**config.mk**
```make
export PLATFORM = sky130hd
export DESIGN_NAME = booth_digit_sequencer
export DESIGN_NICKNAME = d
export VERILOG_FILES = /design/src/rtl/booth_digit_sequencer.sv
export SDC_FILE = /design/constraint.sdc
export NUM_CORES = 1
export LEC_CHECK = 0
export ABC_AREA = 1
export BUFFER_PORTS_ARGS = -buffer_cell sky130_fd_sc_hd__buf_2
export CAP_MARGIN = 25
export CELL_PAD_IN_SITES_DETAIL_PLACEMENT = 1
export CELL_PAD_IN_SITES_GLOBAL_PLACEMENT = 1
export CORE_UTILIZATION = 36
export DETAILED_ROUTE_END_ITERATION = 7
export MAX_ROUTING_LAYER = met4
export PLACE_DENSITY = 0.82
export SYNTH_ARGS = -nofsm -noshare
export SYNTH_HDL_FRONTEND = slang
export SYNTH_SLANG_ARGS = --single-unit
```
**constraint.sdc**
```tcl
create_clock -name clk -period 1.8 [get_ports clk]
set_clock_uncertainty 0.05 [all_clocks]
set_input_delay 0.27 -clock clk [delete_from_list [all_inputs] [get_ports clk]]
set_output_delay 0.27 -clock clk [all_outputs]
set_load 0.01 [all_outputs]
```
**src/rtl/booth_digit_sequencer.sv**
```systemverilog
// booth_digit_sequencer
//   Feeds the Booth-encoded dynamic-alignment MAC/accumulator. Each accepted
//   (activation, weight) request is split into radix-4 Booth windows, LSB
//   first, one per cycle, while the activation is held steady. The block also
//   produces the accumulator controls: enable, clear, end-of-product (nep) and
//   the save-slot index (ep_count). At a neuron boundary it waits out the
//   accumulator pipeline before it pulses done.
//
//   Optional feature macro: REG_OUT_EN
//     When defined, pe_in, w_win, sign_ex_en, pe_ena, acc_clear, nep, ep_count
//     and done pass through one extra register stage, so they arrive one cycle
//     later. in_ready, busy and ep_ovf keep their timing.
//
//   Ports
//     clk, rst       clock; asynchronous active-low reset
//     in_valid/ready request handshake
//     in_act         4-bit activation
//     in_wgt         WGT_W-bit signed weight
//     in_last        request is the final product of the neuron
//     in_sext        activation is signed
//     pe_in          activation sent to the MAC
//     w_win          Booth window {b(2k+1), b(2k), b(2k-1)}
//     sign_ex_en     latched in_sext
//     pe_ena         MAC/accumulator enable
//     acc_clear      accumulator clear pulse
//     nep            high on the final digit of each product
//     ep_count       save-slot index of the current product
//     busy           sequencer not idle
//     done           one-cycle pulse when a neuron completes
//     ep_ovf         sticky: a product was issued beyond EP_MAX
module booth_digit_sequencer #(
  parameter int unsigned WGT_W     = 8,
  parameter int unsigned EP_MAX    = 8,
  parameter int unsigned FLUSH_CYC = 2
) (
  input  logic             clk,
  input  logic             rst,
  input  logic             in_valid,
  output logic             in_ready,
  input  logic [3:0]       in_act,
  input  logic [WGT_W-1:0] in_wgt,
  input  logic             in_last,
  input  logic             in_sext,
  output logic [3:0]       pe_in,
  output logic [2:0]       w_win,
  output logic             sign_ex_en,
  output logic             pe_ena,
  output logic             acc_clear,
  output logic             nep,
  output logic [3:0]       ep_count,
  output logic             busy,
  output logic             done,
  output logic             ep_ovf
);

  localparam int unsigned ND  = WGT_W / 2;
  localparam int unsigned KW  = (ND > 1) ? $clog2(ND) : 1;
  localparam int unsigned FW  = (FLUSH_CYC > 1) ? $clog2(FLUSH_CYC) : 1;
  localparam int unsigned EPW = 4;

  localparam logic [KW-1:0]  K_LAST = KW'(ND - 1);
  localparam logic [FW-1:0]  F_LAST = FW'(FLUSH_CYC - 1);
  localparam logic [EPW-1:0] EP_TOP = EPW'(EP_MAX);

  typedef enum logic [2:0] {
    S_IDLE,
    S_CLR,
    S_RUN,
    S_FLUSH,
    S_DONE
  } state_t;

  // Booth window k of w, with an implicit zero below bit 0.
  function automatic logic [2:0] booth_win(input logic [WGT_W-1:0] w,
                                           input logic [KW-1:0]    k);
    logic [WGT_W:0] ext;
    ext = {w, 1'b0};
    return 3'(ext >> {k, 1'b0});
  endfunction

  state_t           state_q, state_d;
  logic [KW-1:0]    k_q, k_d;
  logic [FW-1:0]    fl_q, fl_d;
  logic [3:0]       act_q, act_d;
  logic [WGT_W-1:0] wgt_q, wgt_d;
  logic             last_q, last_d;
  logic             sext_q, sext_d;
  logic             first_q, first_d;
  logic [EPW-1:0]   ep_q, ep_d;
  logic             full_q, full_d;
  logic             ovf_q, ovf_d;

  logic             in_ready_q, in_ready_d;
  logic [2:0]       win_q, win_d;
  logic             pe_ena_q, pe_ena_d;
  logic             acc_clear_q, acc_clear_d;
  logic             nep_q, nep_d;
  logic             busy_q, busy_d;
  logic             done_q, done_d;

  logic             accept;
  logic             take;

  assign accept = in_valid && in_ready_q;

  // Next state, request latch and slot bookkeeping.
  always_comb begin
    state_d = state_q;
    k_d     = k_q;
    fl_d    = fl_q;
    act_d   = act_q;
    wgt_d   = wgt_q;
    last_d  = last_q;
    sext_d  = sext_q;
    first_d = first_q;
    ep_d    = ep_q;
    full_d  = full_q;
    ovf_d   = ovf_q;
    take    = 1'b0;

    case (state_q)
      S_IDLE: begin
        if (accept) begin
          take    = 1'b1;
          first_d = 1'b0;
          k_d     = '0;
          // Slot index already pinned at the top: this product overflows.
          if (full_q) ovf_d = 1'b1;
          state_d = first_q ? S_CLR : S_RUN;
        end
      end
      S_CLR: begin
        state_d = S_RUN;
      end
      S_RUN: begin
        if (k_q == K_LAST) begin
          if (last_q) begin
            state_d = S_FLUSH;
            fl_d    = '0;
          end else begin
            if (ep_q == EP_TOP) full_d = 1'b1;
            else                ep_d   = ep_q + EPW'(1);
            if (accept) begin
              // Back-to-back product: restart the digit counter, no bubble.
              take = 1'b1;
              k_d  = '0;
              if (ep_q == EP_TOP) ovf_d = 1'b1;
            end else begin
              state_d = S_IDLE;
            end
          end
        end else begin
          k_d = k_q + KW'(1);
        end
      end
      S_FLUSH: begin
        if (fl_q == F_LAST) begin
          state_d = S_DONE;
          ep_d    = '0;
          full_d  = 1'b0;
          first_d = 1'b1;
        end else begin
          fl_d = fl_q + FW'(1);
        end
      end
      S_DONE: begin
        state_d = S_IDLE;
      end
      default: begin
        state_d = S_IDLE;
      end
    endcase

    if (take) begin
      act_d  = in_act;
      wgt_d  = in_wgt;
      last_d = in_last;
      sext_d = in_sext;
    end
  end

  // Registered outputs decoded from the next state so they line up with it.
  always_comb begin
    in_ready_d  = (state_d == S_IDLE) ||
                  ((state_d == S_RUN) && (k_d == K_LAST) && !last_d);
    pe_ena_d    = (state_d == S_RUN) || (state_d == S_FLUSH);
    acc_clear_d = (state_d == S_CLR);
    nep_d       = (state_d == S_RUN) && (k_d == K_LAST);
    busy_d      = (state_d != S_IDLE);
    done_d      = (state_d == S_DONE);
    win_d       = win_q;
    if (state_d == S_RUN)       win_d = booth_win(wgt_d, k_d);
    else if (state_d != S_IDLE) win_d = 3'b000;
  end

  // State and output registers.
  always_ff @(posedge clk or negedge rst) begin
    if (!rst) begin
      state_q     <= S_IDLE;
      k_q         <= '0;
      fl_q        <= '0;
      act_q       <= '0;
      wgt_q       <= '0;
      last_q      <= 1'b0;
      sext_q      <= 1'b0;
      first_q     <= 1'b1;
      ep_q        <= '0;
      full_q      <= 1'b0;
      ovf_q       <= 1'b0;
      in_ready_q  <= 1'b0;
      win_q       <= '0;
      pe_ena_q    <= 1'b0;
      acc_clear_q <= 1'b0;
      nep_q       <= 1'b0;
      busy_q      <= 1'b0;
      done_q      <= 1'b0;
    end else begin
      state_q     <= state_d;
      k_q         <= k_d;
      fl_q        <= fl_d;
      act_q       <= act_d;
      wgt_q       <= wgt_d;
      last_q      <= last_d;
      sext_q      <= sext_d;
      first_q     <= first_d;
      ep_q        <= ep_d;
      full_q      <= full_d;
      ovf_q       <= ovf_d;
      in_ready_q  <= in_ready_d;
      win_q       <= win_d;
      pe_ena_q    <= pe_ena_d;
      acc_clear_q <= acc_clear_d;
      nep_q       <= nep_d;
      busy_q      <= busy_d;
      done_q      <= done_d;
    end
  end

  assign in_ready = in_ready_q;
  assign busy     = busy_q;
  assign ep_ovf   = ovf_q;

`ifdef REG_OUT_EN
  logic [3:0] pe_in_o_q;
  logic [2:0] w_win_o_q;
  logic       sext_o_q;
  logic       pe_ena_o_q;
  logic       acc_clear_o_q;
  logic       nep_o_q;
  logic [3:0] ep_o_q;
  logic       done_o_q;

  // Extra retiming stage on everything the accumulator sees.
  always_ff @(posedge clk or negedge rst) begin
    if (!rst) begin
      pe_in_o_q     <= '0;
      w_win_o_q     <= '0;
      sext_o_q      <= 1'b0;
      pe_ena_o_q    <= 1'b0;
      acc_clear_o_q <= 1'b0;
      nep_o_q       <= 1'b0;
      ep_o_q        <= '0;
      done_o_q      <= 1'b0;
    end else begin
      pe_in_o_q     <= act_q;
      w_win_o_q     <= win_q;
      sext_o_q      <= sext_q;
      pe_ena_o_q    <= pe_ena_q;
      acc_clear_o_q <= acc_clear_q;
      nep_o_q       <= nep_q;
      ep_o_q        <= ep_q;
      done_o_q      <= done_q;
    end
  end

  assign pe_in      = pe_in_o_q;
  assign w_win      = w_win_o_q;
  assign sign_ex_en = sext_o_q;
  assign pe_ena     = pe_ena_o_q;
  assign acc_clear  = acc_clear_o_q;
  assign nep        = nep_o_q;
  assign ep_count   = ep_o_q;
  assign done       = done_o_q;
`else
  assign pe_in      = act_q;
  assign w_win      = win_q;
  assign sign_ex_en = sext_q;
  assign pe_ena     = pe_ena_q;
  assign acc_clear  = acc_clear_q;
  assign nep        = nep_q;
  assign ep_count   = ep_q;
  assign done       = done_q;
`endif

endmodule

```
==> results.yml <==
timing:
  hold_violations: 0
  max_freq_ghz: 0.605
  finalCritPeriodShare: 0.918
  worst_slack_ns: 0.148
  slew_headroom: 0.686
  finalSetupTns_ns: 0
  setup_violations: 0
  worst_slew_pin_slew_ns: 0.471
  timing.hold.ws_ns: 0.136
  finalCriticalPeriod_ns: 1.65
  drv_slew: 0
power_and_ir_drop:
  p_per_area_mw_per_mm2: 2000
  vdd_drop_max_mv: 0.824
  p_total_mw: 4.61
  leakagePower_nw: 1.23
final_layout:
  ff_latch_area_um2: 905
  multiInputGateArea_um2: 820
  drive_gt1_frac: 0.326
  nets: 286
  final_util: 0.482
  antenna_cells: 0
  final_area_mm2: 0.00231
  area_growth_pct: 26.9
  stdcell_count: 334
  fillCellCount: 588
global_route:
  grt_pass1_wl_um: 7890
  antenna_found_initial: 0
  grt_max_degree: 20
  grtUsageTotal: 0.205
  first_global_vias: 1665
  globalRouteOverflowTotal: 0
placed_design:
  place_area_mm2: 0.00212
  dp_hpwl_um: 3480
  gp_congestion: 0.834
  dp.cells: 323
  io_buffers: 35
  dpl_worst_slack_ns: 0.0366
detailed_routing:
  drt_pass1_iterations: 4
  viasPerCell: 4.77
  avgRoutedWirePerCell_um: 14.1
  drt-initial-drc-count: 63
  wirelength_um: 4720
  drc: 0
  ant_nets: 0
  num_vias: 1593
logic_synthesis:
  syn-num-nets: 236
  syn_avg_cell_area_um2: 8.42
  ys_ff_latch: 36
  netlist_area_mm2: 0.00182
  yosysUniqueCellTypes: 29
  seq_area_frac_synth: 0.496
  syn_inst: 216
  yosys_warnings: 0
critical_path:
  crit_path_start_kind: "flop"
  cp-end-kind: "flop"
  cp.required_ns: 1.99
  critical_path_arrival_ns: 1.84
  worstPathMaxFanout: 7
  worstSetupPathType: "reg -> reg"
clock_tree:
  numCtsBuffers: 5
  path_clk_slew_ns: 0.08
  clk_path_buf_depth: 2
  clock-sinks: 36
  cts_tree: "done"
  cts_root_buf: "clkbuf_8"
  cts-htree-levels: 2
  clk_latency_ns: 0.30
floorplanning:
  coreArea_mm2: 0.00479
  die_h_um: 73.1
  fp.dieW_um: 73.1
  rows: 25
  dieArea_mm2: 0.00534
  ios: 36
  start_util: 0.380
job:
  drv_cap: 0
status:
  status: "finished clean"
min_path:
  min-delay-path-class: "in -> reg"
## power breakdown
group          switching, mW  total [mW]  internal, mW
combinational           1.63        2.57         0.935
clock                  0.305       0.616         0.311
sequential             0.236        1.42          1.19
## timing repair
action                                  in CTS  in global routing
endpoints found under the setup margin       1                 13
hold buffers                                 1                  0
buffers inserted                             0                  2
resized for setup                            1                 16
pin swaps                                    0                  2
gates cloned                                 0                  0
endpoints found under the hold margin       17                  0
## area by class of cell
type                    count  share of cell area
well taps                  67              0.0363
flip-flops and latches     36               0.392
inverters                  38              0.0629
clock inverters             1             0.00325
clock buffers               7              0.0374
multi-input cells         141               0.355
repair buffers             44               0.113
## critical path: stages, from the launching register on
cell,delay [ns]
dfrtp_1,0.42
inv_1,0.11
nand2_2,0.10
nor2_4,0.21
nand3_1,0.13
nand2_2,0.13
nor2_4,0.05
nand2_2,0.10
nand2_1,0.07
nor2_2,0.11
nand2_1,0.06
nand2_1,0.05
## cell usage after synthesis
master,count,share of area
a21oi_1,3,0.0083
a21oi_2,1,0.0048
a41o_1,1,0.0055
buf_6,1,0.0062
dfrtp_1,35,0.48
dfstp_2,1,0.014
ha_1,3,0.021
inv_1,35,0.072
inv_2,3,0.0062
mux2_2,5,0.031
nand2_1,65,0.13
nand2_2,7,0.024
nand2_4,1,0.0062
nand3_1,20,0.055
nand3_2,1,0.0055
nand3b_1,4,0.017
nand4_1,1,0.0034
nor2_1,6,0.012
nor2_2,4,0.014
nor2_4,1,0.0062
nor2_8,1,0.011
nor3_1,2,0.0055
nor3_2,1,0.0055
nor3_4,1,0.0089
o21ai_0,8,0.022
o21ai_1,2,0.0055
o21ai_2,1,0.0048
o21bai_1,1,0.0041
xor2_1,1,0.0048
## flip-flops by register name (all words and copies together), names as in the netlist
signal / cells
pe_ena: 1
acc_clear: 1
last_q: 1
wgt_q: 8
ep_ovf: 1
nep: 1
busy: 1
state_q: 3
sign_ex_en: 1
fl_q: 1
in_ready: 1
pe_in: 4
w_win: 3
full_q: 1
ep_count: 4
done: 1
first_q: 1
k_q: 2
## per-layer routing
layer / vias to the layer above / GRT usage / routed length [um]
met4: 0 / 0.0980 / 116
met5: - / - / 0
li1: 773 / - / -
met2: 27 / 0.325 / 2360
met3: 10 / 0.0276 / 119
met1: 783 / 0.259 / 2120
## cells by family after synthesis
| kind of cell | synth area share |
|---|---|
| AO/OA/AOI/OAI | 0.0550 |
| XOR/XNOR | 0.00482 |
| adder cells (fa/ha/maj) | 0.0206 |
| buffers and inverters | 0.0846 |
| flip-flops | 0.496 |
| multiplexers | 0.0309 |
| AND/OR/NAND/NOR | 0.308 |
## cell usage in the layout, fill, tap and decap left out, types with 3 or more instances in the layout
master	instances
dfrtp_1	33
buf_4	6
clkbuf_8	6
nor2_2	3
nand2_1	61
mux2_2	5
buf_2	35
nand3_1	20
nand3b_1	4
o21ai_0	7
nor2_1	6
inv_1	35
nand2_2	10
## worst paths after layout
path,start,to,slack (ns),cells past startpoint
max,state_q[2],in_ready,0.15,11
min,in_wgt[7],wgt_q[7],0.14,3
max reg2reg,state_q[2],in_ready,0.15,11
min reg2reg,ep_ovf,ep_ovf,0.43,1
max in group asynchronous,rst,w_win[0],0.83,3
min in group asynchronous,rst,k_q[0],0.41,2
(Power assumes the default switching activity.)
